**src/rtl/spi_ctrl_pkg.sv**
```systemverilog
// Shared types and constants for the SPI motor frame controller.
// SPI_CHECKSUM_EN selects the 24-bit checksummed frame instead of the 16-bit frame.
package spi_ctrl_pkg;

    localparam int unsigned CMD_W       = 8;
    localparam int unsigned FRAME_CNT_W = 6;

`ifdef SPI_CHECKSUM_EN
    localparam int unsigned FRAME_BITS = 24;
`else
    localparam int unsigned FRAME_BITS = 16;
`endif

    // Bit counter saturates at FRAME_BITS+1 so over-long frames stay distinguishable.
    localparam int unsigned CNT_W  = $clog2(FRAME_BITS + 2);
    localparam int unsigned M1_LSB = FRAME_BITS - CMD_W;
    localparam int unsigned M2_LSB = FRAME_BITS - 2 * CMD_W;

    localparam logic [CMD_W-1:0] CHK_CONST = 8'hA5;

    typedef enum logic [1:0] {
        ST_IDLE,
        ST_SHIFT,
        ST_CHECK,
        ST_COMMIT
    } state_e;

    // Status byte returned on sdo, MSB first: {timeout, err_sticky, frame_cnt}.
    typedef struct packed {
        logic                   timeout;
        logic                   err;
        logic [FRAME_CNT_W-1:0] frame_cnt;
    } status_t;

    function automatic logic [CMD_W-1:0] frame_checksum(input logic [CMD_W-1:0] m1,
                                                        input logic [CMD_W-1:0] m2);
        return m1 ^ m2 ^ CHK_CONST;
    endfunction

endpackage

```
**src/rtl/spi_motor_ctrl_if.sv**
```systemverilog
// SPI pins plus committed motor command outputs of the frame controller.
interface spi_motor_ctrl_if;
    import spi_ctrl_pkg::*;

    logic             sck;
    logic             sdi;
    logic             ce;
    logic             sdo;
    logic [CMD_W-1:0] motor1;
    logic [CMD_W-1:0] motor2;
    logic             cmd_valid;
    logic             frame_err;
    logic             timeout;

    modport master (
        output sck, sdi, ce,
        input  sdo, motor1, motor2, cmd_valid, frame_err, timeout
    );

    modport slave (
        input  sck, sdi, ce,
        output sdo, motor1, motor2, cmd_valid, frame_err, timeout
    );

endinterface

```
**src/rtl/sync_edge.sv**
```systemverilog
// Two-flop synchronizer with an extra history flop providing rise/fall pulses.
module sync_edge #(
    parameter int unsigned W = 1
) (
    input  logic         clk,
    input  logic         reset_n,
    input  logic [W-1:0] d_i,
    output logic [W-1:0] level_o,
    output logic [W-1:0] rise_c_o,
    output logic [W-1:0] fall_c_o
);

    logic [W-1:0] meta_q;
    logic [W-1:0] sync_q;
    logic [W-1:0] prev_q;

    always_ff @(posedge clk or negedge reset_n) begin
        if (!reset_n) begin
            meta_q <= '0;
            sync_q <= '0;
            prev_q <= '0;
        end else begin
            meta_q <= d_i;
            sync_q <= meta_q;
            prev_q <= sync_q;
        end
    end

    assign level_o  = sync_q;
    assign rise_c_o = sync_q & ~prev_q;
    assign fall_c_o = ~sync_q & prev_q;

endmodule

```
**src/rtl/spi_motor_ctrl.sv**
```systemverilog
// SPI frame controller: validates host frames and commits motor commands atomically.
// Define SPI_CHECKSUM_EN for 24-bit frames carrying a checksum byte.
module spi_motor_ctrl
    import spi_ctrl_pkg::*;
#(
    parameter int unsigned      WDOG_CYCLES = 2_400_000,
    parameter logic [CMD_W-1:0] SAFE_CMD    = 8'h00
) (
    input  logic            clk,
    input  logic            reset_n,
    spi_motor_ctrl_if.slave bus
);

    localparam int unsigned       WDOG_W    = (WDOG_CYCLES > 1) ? $clog2(WDOG_CYCLES) : 1;
    localparam logic [WDOG_W-1:0] WDOG_LOAD = WDOG_W'(WDOG_CYCLES - 1);
    localparam logic [CNT_W-1:0]  CNT_FULL  = CNT_W'(FRAME_BITS);
    localparam logic [CNT_W-1:0]  CNT_SAT   = CNT_W'(FRAME_BITS + 1);

    logic sck_lvl, sck_rise, sck_fall;
    logic sdi_lvl, sdi_rise, sdi_fall;
    logic ce_lvl, ce_rise, ce_fall;

    sync_edge #(.W(1)) u_sync_sck (
        .clk(clk), .reset_n(reset_n), .d_i(bus.sck),
        .level_o(sck_lvl), .rise_c_o(sck_rise), .fall_c_o(sck_fall)
    );
    sync_edge #(.W(1)) u_sync_sdi (
        .clk(clk), .reset_n(reset_n), .d_i(bus.sdi),
        .level_o(sdi_lvl), .rise_c_o(sdi_rise), .fall_c_o(sdi_fall)
    );
    sync_edge #(.W(1)) u_sync_ce (
        .clk(clk), .reset_n(reset_n), .d_i(bus.ce),
        .level_o(ce_lvl), .rise_c_o(ce_rise), .fall_c_o(ce_fall)
    );

    logic unused_sync;
    assign unused_sync = &{1'b0, sck_lvl, sdi_rise, sdi_fall};

    state_e                  state_q, state_d;
    logic [FRAME_BITS-1:0]   shift_q, shift_d;
    logic [CNT_W-1:0]        bit_cnt_q, bit_cnt_d;
    logic [CMD_W-1:0]        motor1_q, motor1_d;
    logic [CMD_W-1:0]        motor2_q, motor2_d;
    logic                    cmd_valid_q, cmd_valid_d;
    logic                    frame_err_q, frame_err_d;
    logic                    timeout_q, timeout_d;
    logic                    err_sticky_q, err_sticky_d;
    logic [FRAME_CNT_W-1:0]  frame_cnt_q, frame_cnt_d;
    logic [WDOG_W-1:0]       wdog_q, wdog_d;
    logic [7:0]              sdo_sr_q, sdo_sr_d;
    logic                    chk_ok_c;
    status_t                 status_c;

`ifdef SPI_CHECKSUM_EN
    assign chk_ok_c = (shift_q[CMD_W-1:0] ==
                       frame_checksum(shift_q[M1_LSB +: CMD_W], shift_q[M2_LSB +: CMD_W]));
`else
    assign chk_ok_c = 1'b1;
`endif

    assign status_c = '{timeout: timeout_q, err: err_sticky_q, frame_cnt: frame_cnt_q};

    always_ff @(posedge clk or negedge reset_n) begin
        if (!reset_n) state_q <= ST_IDLE;
        else          state_q <= state_d;
    end

    always_comb begin
        state_d = state_q;
        unique case (state_q)
            ST_IDLE:   if (ce_lvl) state_d = ST_SHIFT;
            ST_SHIFT:  if (ce_fall) state_d = (bit_cnt_q == CNT_FULL) ? ST_CHECK : ST_IDLE;
            ST_CHECK:  state_d = chk_ok_c ? ST_COMMIT : ST_IDLE;
            ST_COMMIT: state_d = ST_IDLE;
            default:   state_d = ST_IDLE;
        endcase
    end

    always_comb begin
        shift_d      = shift_q;
        bit_cnt_d    = bit_cnt_q;
        motor1_d     = motor1_q;
        motor2_d     = motor2_q;
        cmd_valid_d  = 1'b0;
        frame_err_d  = 1'b0;
        timeout_d    = timeout_q;
        err_sticky_d = err_sticky_q;
        frame_cnt_d  = frame_cnt_q;
        wdog_d       = wdog_q;
        sdo_sr_d     = sdo_sr_q;

        unique case (state_q)
            ST_IDLE: bit_cnt_d = '0;
            ST_SHIFT: begin
                if (sck_rise) begin
                    shift_d = {shift_q[FRAME_BITS-2:0], sdi_lvl};
                    if (bit_cnt_q != CNT_SAT) bit_cnt_d = bit_cnt_q + CNT_W'(1);
                end
                if (ce_fall && (bit_cnt_q != CNT_FULL)) frame_err_d = 1'b1;
            end
            ST_CHECK: if (!chk_ok_c) frame_err_d = 1'b1;
            default: ;
        endcase

        // A commit in the same cycle as watchdog expiry takes priority.
        if (state_q == ST_COMMIT) begin
            motor1_d    = shift_q[M1_LSB +: CMD_W];
            motor2_d    = shift_q[M2_LSB +: CMD_W];
            cmd_valid_d = 1'b1;
            wdog_d      = WDOG_LOAD;
            frame_cnt_d = frame_cnt_q + FRAME_CNT_W'(1);
            timeout_d   = 1'b0;
        end else if (wdog_q == '0) begin
            motor1_d  = SAFE_CMD;
            motor2_d  = SAFE_CMD;
            timeout_d = 1'b1;
        end else begin
            wdog_d = wdog_q - WDOG_W'(1);
        end

        // Status is snapshotted at frame start and shifted out on sck falls.
        if (ce_rise) begin
            sdo_sr_d     = status_c;
            err_sticky_d = 1'b0;
        end else if (sck_fall) begin
            sdo_sr_d = {sdo_sr_q[6:0], 1'b0};
        end
        if (frame_err_d) err_sticky_d = 1'b1;
    end

    always_ff @(posedge clk or negedge reset_n) begin
        if (!reset_n) begin
            shift_q      <= '0;
            bit_cnt_q    <= '0;
            motor1_q     <= SAFE_CMD;
            motor2_q     <= SAFE_CMD;
            cmd_valid_q  <= 1'b0;
            frame_err_q  <= 1'b0;
            timeout_q    <= 1'b1;
            err_sticky_q <= 1'b0;
            frame_cnt_q  <= '0;
            wdog_q       <= '0;
            sdo_sr_q     <= '0;
        end else begin
            shift_q      <= shift_d;
            bit_cnt_q    <= bit_cnt_d;
            motor1_q     <= motor1_d;
            motor2_q     <= motor2_d;
            cmd_valid_q  <= cmd_valid_d;
            frame_err_q  <= frame_err_d;
            timeout_q    <= timeout_d;
            err_sticky_q <= err_sticky_d;
            frame_cnt_q  <= frame_cnt_d;
            wdog_q       <= wdog_d;
            sdo_sr_q     <= sdo_sr_d;
        end
    end

    assign bus.sdo       = sdo_sr_q[7];
    assign bus.motor1    = motor1_q;
    assign bus.motor2    = motor2_q;
    assign bus.cmd_valid = cmd_valid_q;
    assign bus.frame_err = frame_err_q;
    assign bus.timeout   = timeout_q;

endmodule
```
**src/flat_wrapper.sv**
```systemverilog
// flat-port wrapper written by rule: the top's interface ports become plain ports
module spi_motor_ctrl_flat import spi_ctrl_pkg::*;
#(
    parameter int unsigned      WDOG_CYCLES = 2_400_000,
    parameter logic [CMD_W-1:0] SAFE_CMD    = 8'h00
)
  (clk, reset_n, bus_sck, bus_sdi, bus_ce, bus_sdo, bus_motor1, bus_motor2, bus_cmd_valid, bus_frame_err, bus_timeout);
  spi_motor_ctrl_if bus_i ();
  input  logic clk;
  input  logic reset_n;
  input wire logic [$bits(bus_i.sck)-1:0] bus_sck;
  input wire logic [$bits(bus_i.sdi)-1:0] bus_sdi;
  input wire logic [$bits(bus_i.ce)-1:0] bus_ce;
  output wire logic [$bits(bus_i.sdo)-1:0] bus_sdo;
  output wire logic [$bits(bus_i.motor1)-1:0] bus_motor1;
  output wire logic [$bits(bus_i.motor2)-1:0] bus_motor2;
  output wire logic [$bits(bus_i.cmd_valid)-1:0] bus_cmd_valid;
  output wire logic [$bits(bus_i.frame_err)-1:0] bus_frame_err;
  output wire logic [$bits(bus_i.timeout)-1:0] bus_timeout;
  assign bus_i.sck = bus_sck;
  assign bus_i.sdi = bus_sdi;
  assign bus_i.ce = bus_ce;
  assign bus_sdo = bus_i.sdo;
  assign bus_motor1 = bus_i.motor1;
  assign bus_motor2 = bus_i.motor2;
  assign bus_cmd_valid = bus_i.cmd_valid;
  assign bus_frame_err = bus_i.frame_err;
  assign bus_timeout = bus_i.timeout;
  spi_motor_ctrl #(.WDOG_CYCLES(WDOG_CYCLES), .SAFE_CMD(SAFE_CMD)) u_core (.clk(clk), .reset_n(reset_n), .bus(bus_i));
endmodule
```
**config.mk**
```make
export PLATFORM = sky130hd
export DESIGN_NAME = spi_motor_ctrl_flat
export DESIGN_NICKNAME = d
export VERILOG_FILES = /design/src/rtl/spi_ctrl_pkg.sv /design/src/rtl/spi_motor_ctrl_if.sv /design/src/rtl/sync_edge.sv /design/src/rtl/spi_motor_ctrl.sv /design/src/flat_wrapper.sv
export SDC_FILE = /design/constraint.sdc
export NUM_CORES = 1
export LEC_CHECK = 0
export CORE_ASPECT_RATIO = 2
export CORE_MARGIN = 2
export CORE_UTILIZATION = 35
export CTS_CLUSTER_SIZE = 14
export DETAILED_ROUTE_END_ITERATION = 10
export PLACE_DENSITY = 0.53
export SYNTH_ARGS = -nofsm -noshare
export SYNTH_HDL_FRONTEND = slang
export SYNTH_HIERARCHICAL = 1
export SYNTH_SLANG_ARGS = --single-unit
```
**constraint.sdc**
```tcl
create_clock -name clk -period 4.6 [get_ports clk]
set_clock_uncertainty 0.2 [all_clocks]
set_input_delay 0.92 -clock clk [delete_from_list [all_inputs] [get_ports clk]]
set_output_delay 0.92 -clock clk [all_outputs]
set_load 0.05 [all_outputs]
```
# Word-level counts from Yosys, hierarchy flattened
# Index checks and enable logic that the tools add are counted.
# Widths: inputs -> output; s select.
word_totals:
  latch_bits: 0
  inputBits: 5
  mem_count: 0
  wordCells: 73
  output_inout_bits: 20
  mem_bits_rw: 0
  rom_bits: 0
  register_bits: 87
classes:
  n_lt_le_gt_ge: 0
  n_shift: 0
  eq_ne: 11
  n_reduce_logical: 10
  muxes: 21
  bitwise_logic: 8
  div_mod_pow: 0
  addsub: 3
  n_mul: 0
op_table:
  columns: ["op", "count"]
  rows:
  - ["$mux 22", 2]
  - ["$mux 8", 5]
  - ["$logic_not 22->1", 1]
  - ["$sub 22x1->22 const B", 1]
  - ["$mux 5", 2]
  - ["$ne 5x5->1 const B", 2]
  - ["$pmux 5 s2", 1]
  - ["$ne 2x1->1 const B", 4]
  - ["$pmux 2 s4", 1]
  - ["$reduce_bool 2->1", 4]
  - ["$mux 1", 7]
  - ["$add 6x1->6 const B", 1]
  - ["$mux 2", 3]
  - ["$add 5x1->5 const B", 1]
  - ["$eq 5x5->1 const B", 1]
  - ["$and 1x1->1", 4]
  - ["$eq 2x2->1 const B", 2]
  - ["$not 1->1", 4]
  - ["$reduce_and 2->1", 2]
  - ["$reduce_and 3->1", 1]
  - ["$eq 2x1->1 const B", 1]
  - ["$logic_not 2->1", 1]
  - ["$ne 2x2->1 const B", 1]
  - ["$logic_and 1x1->1", 1]

# Longest topological paths before layout
# Gate-level depths: netlist of the first run.
logic_depth:
  depth_word: 6
  depth_mapped: 7
  depth_no_buf: 6

# Hierarchy
# Netlist of the first run, hierarchy kept.
by_module_without_submodules:
  columns: ["module", "area_per_inst_um2", "cells_per_inst", "seq_area_each_um2", "instances"]
  rows:
  - ["spi_motor_ctrl", 3651.0, 352, 1978.1, 1]
  - ["sync_edge", 90.1, 5, 75.1, 3]

# Worst setup path before layout of the first run
# OpenSTA, ideal clock, no wires.
synth_timing:
  path_type: "flip-flop to flip-flop"
  startpoint: "register u_core.wdog_q[10]"
  endpoint: "register u_core.wdog_q[15]"
  synth_period_minus_slack_ns: 2.102
  n_path_buf: 0
  arrival_ns: 1.833
  required_time_ns: 4.331
  setup_time_ns: 0.069
  path_stages_with_launch: 5
  path_slack_ns: 2.498
  cell_sequence: "dfrtp_1 -> or4_4 -> or4_1 -> or4_1 -> nand3_1"
synth_via:
  elab_chain_cells: 3
  elab_cells_between_ends: 5
  cone_classes: "add/sub (1); eq/ne (1); mux (2); reduce/logical (1)"
synth_rtl:
  columns: ["item", "line_no", "source"]
  rows:
  - ["start: declaration", "spi_motor_ctrl.sv:49", "logic [WDOG_W-1:0] wdog_q, wdog_d;"]
  - ["start signal: assignment", "spi_motor_ctrl.sv:154", "wdog_q <= wdog_d;"]
  - ["$sub 22x1->22", "spi_motor_ctrl.sv:118", "wdog_d = wdog_q - WDOG_W'(1);"]
  - ["$mux 22", "spi_motor_ctrl.sv:113", "end else if (wdog_q == '0) begin"]
  - ["$mux 22", "spi_motor_ctrl.sv:106", "if (state_q == ST_COMMIT) begin"]
# Several ways; a longest one is shown, not always the timed one. The select of a mux whose other input is x is not followed.
# A chain may end at the register's enable or synchronous reset.

# Final worst setup path of the first run
layout_timing:
  startpoint: "register u_core.timeout_q (netlist: u_core/bus.timeout)"
  endpoint: "output port bus_timeout"
layout_lines:
  columns: ["item", "line_no", "source"]
  rows:
  - ["start: declaration", "spi_motor_ctrl.sv:46", "logic timeout_q, timeout_d;"]
  - ["start signal: assignment", "spi_motor_ctrl.sv:151", "timeout_q <= timeout_d;"]
  - ["end: declaration", "flat_wrapper.sv:19", "output wire logic [$bits(bus_i.timeout)-1:0] bus_timeout;"]
# No word-level cell between the ends.

==> out/qor.yml, run 1 <==
vias: 2842
rsz0062_at_grt: "no"
crit_type: "reg2out"
finalNetCount: 397
cellPowerDensity_mw_per_mm2: 373.0
path_clk_slew_ns: 0.07
layout-drive-gt1-share_pct: 12.76
cts_buffers: 9
hold_class: "reg2reg"
swShare_pct: 25.41
drt_first_pass_iters: 4
power_frac_clock_pct: 42.4
rows: 54
grt_overflow_total: 0
power.share.sequential_pct: 51.2
drc_errors: 0
layout_commonest_cell: "dfrtp_1"
p_comb_share_pct: 6.4
multi_input_area_sq_mm: 0.001595
max_freq_mhz: 355.5
grtUsageTotal_pct: 14.93
dieArea_sq_mm: 0.01200
nFillCells: 1070
timing.final.hold_violations: 0
io_pins: 25
crit_required_ns: 3.48
drt_iter0_drc: 95
maxSlewHeadroom_pct: 38.94
drv_cap: 0
finalCritPeriodShare_pct: 61.14
initial_core_util_pct: 35.68
layout_common_cells: "dfrtp_1, nand2_1, o21ai_0, clkdlybuf4s50_1, mux2_2"
clk_path_buf_depth: 2
critPathSlowestCell: "clkdlybuf4s50_1"
end_kind: "output port"
ant_nets: 0
viasPerCell: 5.342
clk_latency_ns: 0.35
syn_nets: 374
period_needed_ns: 2.813
tightestPinTransition_ns: 0.9075
dp_hpwl_um: 5536
cts_sinks: 87
antenna_found_initial: 0
die_w_um: 78.46
wire_per_inst_um: 15.30
postCtsHoldBufs: 0
crit_fanout: 3
setup_viol: 0
arrival_ns: 1.69
synth_cells: 364
numPortBuffers: 24
p_int_uw: 1266
grt_pass1_wl_um: 14060
register_area_sq_mm: 0.002178
crit_family: "buffers and inverters"
hold_path_end: "u_core/u_sync_sdi/level_o"
wl_um: 8140
hold_path_depth: 0
setup_tns_ns: 0
root_buffer: "clkbuf_16"
syn_to_final_growth_pct: 17.21
worstHoldStart: "u_core/u_sync_sdi/meta_q"
r2r-end: "u_core/bus.motor1[7]"
cts_tree: "built"
rrSetupSlack_ns: 1.98
finalCoreUtilization_pct: 41.82
slew_violations: 0
crit_chain: "clkdlybuf4s50_1"
p_sw_uw: 431.2
outcome: "completed"
post-cts-setup-buffers: 0
synth_area_sq_mm: 0.003881
grt_pass1_vias: 2917
core_area_sq_mm: 0.01088
die_h_um: 152.9
slowest_delay_ns: 0.80
max-vdd-ir-drop_mv: 0.2840
r2r_cells: 4
grt_max_degree: 62
ctsResizeCount: 0
yosysWarnings: 6
avgSynthCellArea_sq_um: 10.66
antenna_cells: 0
path_buf_inv: 1
crit_path_start_kind: "flop"
place_congestion: 0.8043
p_leak_uw: 0.002061
r2r_start: "u_core/wdog_q[12]"
cts_htree_levels: 3
-- metrics by stage --
step | cells | area, sq um | setup WS (ns) | total power [uW] | hold WS, ns
final | 532 | 4549 | 1.787 | 1697 | 0.1518
after global routing | 532 | 4549 | 1.736 | 1773 | 0.1614
after CTS | 532 | 4549 | 1.761 | 1729 | 0.1538
after detailed placement | 516 | 4247 | 1.974 | 996.8 | 0.1370
after global placement | 516 | 4247 | 1.993 | 991.6 | 0.1355
after floorplan | 364 | 3881 | 2.498 | 947.3 | 0.1312
-- metal layers --
| layer | track usage [%] | routed length (um) | vias up |
|---|---|---|---|
| li1 | - | - | 1372 |
| met1 | 16.96 | 3350 | 1415 |
| met2 | 26.27 | 4447 | 40 |
| met3 | 2.125 | 130 | 15 |
| met4 | 8.438 | 212 | 0 |
| met5 | 0 | 0 | - |
-- cell type report --
| cell class | instances | area share (%) |
|---|---|---|
| sequential | 87 | 47.88 |
| clock inverter | 7 | 1.705 |
| clock buffer | 9 | 4.950 |
| inverter | 10 | 0.8251 |
| multi-input combinational | 252 | 35.07 |
| tap | 140 | 3.850 |
| timing repair buffer | 27 | 5.721 |
-- state kept, by name, indices dropped and copies added (netlist names), 5 cells and up, named ones only --
register / flops
u_core/wdog_q: 22
u_core/frame_cnt_q: 6
u_core/bit_cnt_q: 5
u_core/bus.motor1: 8
u_core/shift_q: 16
u_core/sdo_sr_q: 8
u_core/bus.motor2: 8
-- worst register-to-register path, delay by kind of cell, from the launching register on --
kind	cells	cell delay [ns]
simple gates	3	1.62
compound gates	1	0.20
flops	1	0.45
-- power groups by stage --
| stage | sequential, uW | combinational, uW | clock, uW |
|---|---|---|---|
| global route | 880 | 121 | 773 |
| detailed placement | 886 | 111 | 0 |
| CTS | 871 | 111 | 747 |
| finish | 869 | 108 | 720 |
| floorplan | 874 | 73.4 | 0 |
| global placement | 884 | 107 | 0 |
-- worst max path at each step --
stage | startpoint | end | slack [ns] | cells after the start
after floorplan | u_core/wdog_q[10] | u_core/wdog_q[15] | 2.50 | 4
after global placement | u_core/wdog_q[19] | u_core/bus.motor2[0] | 1.99 | 4
after detailed placement | u_core/wdog_q[12] | u_core/bus.motor2[1] | 1.97 | 4
after CTS | u_core/bus.timeout | bus_timeout | 1.76 | 1
after global routing | u_core/wdog_q[8] | u_core/bus.motor2[5] | 1.74 | 4
final | u_core/bus.timeout | bus_timeout | 1.79 | 1
Power figures use the tool's default switching activity.
==> run 2: changes to the inputs <==
Clock period 4.6 ns to 2.6 ns, I/O delays scaled along.
==> out/qor.yml, run 2 (same netlist as run 1, synthesis figures left out) <==
outcome: "completed"
worstHoldStart: "u_core/u_sync_sdi/meta_q"
hold_path_depth: 0  # unchanged
initial_core_util_pct: 35.68  # unchanged
die_h_um: 152.9  # unchanged
root_buffer: "clkbuf_16"
hold_path_end: "u_core/u_sync_sdi/level_o"
r2r_cells: 7  # +3
grt_overflow_total: 0  # unchanged
setup_tns_ns: 0  # unchanged
crit_chain: "clkdlybuf4s50_1"
largest_register_ffs: 22  # unchanged
layout_commonest_cell: "dfrtp_1"
drc_errors: 0  # unchanged
finalNetCount: 411  # +3.5%
p_total_uw: 3027  # +78%
crit_fanout: 3  # unchanged
syn_to_final_growth_pct: 20.70
dieArea_sq_mm: 0.01200  # unchanged
clk_path_buf_depth: 2  # unchanged
grt_max_degree: 45  # -27%
wl_um: 8418  # +3.4%
path_buf_inv: 1  # unchanged
grtUsageTotal_pct: 15.51  # +0.58 points
layout_common_cells: "dfrtp_1, nand2_1, o21ai_0, clkdlybuf4s50_1"
core_area_sq_mm: 0.01088  # unchanged
path_clk_slew_ns: 0.08  # about the same
numPortBuffers: 24  # unchanged
rrSetupSlack_ns: 0.27  # -1.71 ns
wire_per_inst_um: 15.42  # +0.76%
vias: 2903  # +2.1%
cellPowerDensity_mw_per_mm2: 646.1  # +73%
cts_htree_levels: 3  # unchanged
p_leak_uw: 0.002137  # +3.7%
crit_type: "reg2out"
crit_family: "buffers and inverters"
grt_pass1_vias: 2935  # +0.62%
end_kind: "output port"
slew_violations: 0  # unchanged
rows: 54  # unchanged
layout-drive-gt1-share_pct: 15.76  # +3.0 points
period_needed_ns: 2.417
post-cts-setup-buffers: 0  # unchanged
finalCritPeriodShare_pct: 92.96
slowest_delay_ns: 0.80  # about the same
crit_path_start_kind: "flop"
clk_latency_ns: 0.34  # about the same
rsz0062_at_grt: "no"
dp_hpwl_um: 5902  # +6.6%
drt_iter0_drc: 132  # +39%
maxSlewHeadroom_pct: 61.10  # +22 points
grt_pass1_wl_um: 14610  # +3.9%
io_pins: 25  # unchanged
tightestPinTransition_ns: 0.5823  # -0.3252 ns
r2r_start: "u_core/wdog_q[0]"
hold_class: "reg2reg"
antenna_cells: 0  # unchanged
viasPerCell: 5.317  # -0.47%
regMostFlops: "u_core/wdog_q"
r2r-end: "u_core/wdog_q[17]"
cts_buffers: 9  # unchanged
place_inst: 529  # +2.5%
largestRegisters: "u_core/wdog_q (22), u_core/shift_q (16)"
drt_first_pass_iters: 4  # unchanged
ant_nets: 0  # unchanged
setup_viol: 0  # unchanged
max_freq_mhz: 413.7
critPathSlowestCell: "clkdlybuf4s50_1"
crit_required_ns: 1.88  # -1.60 ns
max-vdd-ir-drop_mv: 0.4135  # +46%
drv_cap: 0  # unchanged
final_cells: 546  # +2.6%
hold_ws_ns: 0.1552  # +0.003317 ns
place_congestion: 0.7885  # -2.0%
cts_tree: "built"
cts_sinks: 87  # unchanged
die_w_um: 78.46  # unchanged
timing.final.hold_violations: 0  # unchanged
arrival_ns: 1.70  # about the same
antenna_found_initial: 0  # unchanged
## run 2: routing by layer
metal	GRT usage (%)	part of all wire, %	wire length, um
met5	0	0	0
met4	7.602	2.4	206
met3	3.011	2.2	189
met2	26.48	54	4530
met1	18.39	41	3492
## run 2: power by group
| group | internal, uW | total, uW | switching, uW |
|---|---|---|---|
| registers | 1460 | 1540 | 81.2 |
| clock network | 687 | 1290 | 604 |
| logic | 106 | 197 | 90.5 |
| total | 2250 | 3030 | 776 |
## run 2: layout make-up
class	count	area (sq um)
Timing Repair Buffer	41	380.4
Clock inverter	7	86.33
Inverter	10	37.54
Multi-Input combinational cell	252	1602
Sequential cell	87	2178
Tap cell	140	175.2
Fill cell	1044	6193
Clock buffer	9	225.2
## run 2: worst max-delay path by stage
| stage | start | endpoint | slack (ns) | cells after the start |
|---|---|---|---|---|
| 2_1_floorplan | u_core/wdog_q[10] | u_core/wdog_q[15] | 0.50 | 4 |
| 3_3_place_gp | u_core/wdog_q[0] | u_core/wdog_q[16] | 0.19 | 6 |
| 3_5_place_dp | u_core/wdog_q[0] | u_core/wdog_q[16] | 0.16 | 6 |
| 4_1_cts | u_core/wdog_q[0] | u_core/wdog_q[16] | 0.10 | 6 |
| 5_1_grt | u_core/wdog_q[0] | u_core/wdog_q[17] | 0.11 | 7 |
| 6_report | u_core/bus.timeout | bus_timeout | 0.18 | 1 |
## run 2: what timing repair did
action / CTS / global route
endpoints found under the setup margin: 0 / 3
endpoints found under the hold margin: 43 / 0
hold buffers: 1 / 0
resized for setup: 0 / 1
## run 2: through the flow
| step | setup WS [ns] | instance area, sq um | utilization [%] |
|---|---|---|---|
| 2_1_floorplan | 0.4979 | 3881 | - |
| 3_3_place_gp | 0.1889 | 4357 | 40.05 |
| 3_5_place_dp | 0.1554 | 4357 | 40.05 |
| 4_1_cts | 0.1016 | 4678 | 43.01 |
| 5_1_grt | 0.1102 | 4684 | 43.06 |
| 6_report | 0.1829 | 4684 | 43.06 |
## run 2: worst reg2reg max path, cell delays in order, from the launching register on
cell and delay, ns:
dfrtp_1 0.40, inv_1 0.09, ha_1 0.32, or3b_2 0.49
nor4_1 0.27, buf_4 0.21, o311ai_0 0.14, o41ai_1 0.10
==> edit (settings of run 1) <==
Make the reset (`reset_n`) synchronous in 3 clocked blocks.
--- a/src/rtl/sync_edge.sv
+++ b/src/rtl/sync_edge.sv
@@ -16,3 +16,3 @@
 
-    always_ff @(posedge clk or negedge reset_n) begin
+    always_ff @(posedge clk) begin
         if (!reset_n) begin
--- a/src/rtl/spi_motor_ctrl.sv
+++ b/src/rtl/spi_motor_ctrl.sv
@@ -62,3 +62,3 @@
 
-    always_ff @(posedge clk or negedge reset_n) begin
+    always_ff @(posedge clk) begin
         if (!reset_n) state_q <= ST_IDLE;
@@ -130,3 +130,3 @@
 
-    always_ff @(posedge clk or negedge reset_n) begin
+    always_ff @(posedge clk) begin
         if (!reset_n) begin
Behaviour: differs if reset_n is asserted again (counterexample within 4 cycles, from zero or initial values and one cycle with reset_n low); with reset_n held inactive, the same outputs for 10 cycles.
==> edit against run 1 <==
Synthesized area is 8.5% lower; cell area is 7.2% lower; core utilization increased by 0.34 points; wire length shrank 5.9%; synthesized cell count is 15% higher; largest cell class unchanged; setup slack better by 140 ps; critical endpoint unchanged; sequential cell count stayed put.
Power is not compared: it rests on default switching activity, and its combinational part moved more than twofold at a synthesized area within 25%.
==> edit: results (changes against run 1) <==
Overall Global Routing Usage - 15.07% (+0.14 points)
largest net degree at the start of global routing - 36 (-42%)
wire length on met1 - 3083 um (-8.0%)
status - finished clean
PnR worst setup slack - 1923 ps (+135.4 ps)
post-route insts no fill - 572 (+7.5%)
Critical Path Slowest Stage Cell - clkdlybuf4s50_1
reg2reg start - u_core/wdog_q[11]$_SDFFE_PN0P_
synthesized area per cell - 8.518 um^2 (-20%)
met3 wire length - 219 um (+68%)
Worst Min Path Start - u_core/u_sync_sck/meta_q$_SDFF_PN0_
met2 wire len - 4179 um (-6.0%)
CP Launch Point - u_core/bus.timeout$_SDFFE_PN1P_
Fillers - 1,066 (-0.37%)
final-stage net count - 444 (+12%)
Detailed Route Iter0 Violations - 118 (+24%)
fraction of layout instances using a drive strength above 1 - 5.721% (-7.0 points)
worst reg2reg path depth - 5 (+1)
final RePlAce weighted congestion - 0.8124 (+1.0%)
worst skew pair latency - 330 ps (-20 ps)
Vias per Instance - 5.007 (-6.3%)
final hold slack - 230.7 ps (+78.88 ps)
critical path arrival - 1560 ps (-130 ps)
post-synth net total - 428 (+14%)
vias in the first global route - 2,653 (-9.1%)
CP peak stage delay - 830 ps (+30 ps)
Crit Reg-Reg Endpoint - u_core/wdog_q[1]$_SDFFE_PN0P_
global-route wire length before repair - 12,700 um (-9.7%)
Hold Path Cell Cnt - 1 (+1)
edit: power by group:
group / total (mW) / internal (mW) / switching (mW) / leakage (nW)
registers: 0.866 / 0.806 / 0.0591 / 0.705
clock network: 0.778 / 0.488 / 0.290 / 0.155
logic: 0.473 / 0.192 / 0.281 / 0.588
edit: final cells by class:
| class | count | area, um^2 | share of cell area [%] |
|---|---|---|---|
| repair buffers | 28 | 270.3 | 6.398 |
| clock buffers | 10 | 239.0 | 5.658 |
| multi-input cells | 299 | 1693 | 40.08 |
| well taps | 135 | 168.9 | 3.999 |
| flip-flops and latches | 87 | 1742 | 41.23 |
| clock inverters | 5 | 81.33 | 1.925 |
| inverters | 8 | 30.03 | 0.7109 |
edit: worst register-to-register path, stage by stage (launching register included):
cell     delay, ps
dfxtp_1        350
or4_1          680
or2_4          330
nor4_4         530
mux2_1         370
a21oi_1        130
edit: metal layers:
layer	track usage, %	vias up
li1	-	1470
met1	17.00	1343
met2	25.57	39
met3	3.175	12
met4	7.895	0
met5	0	-
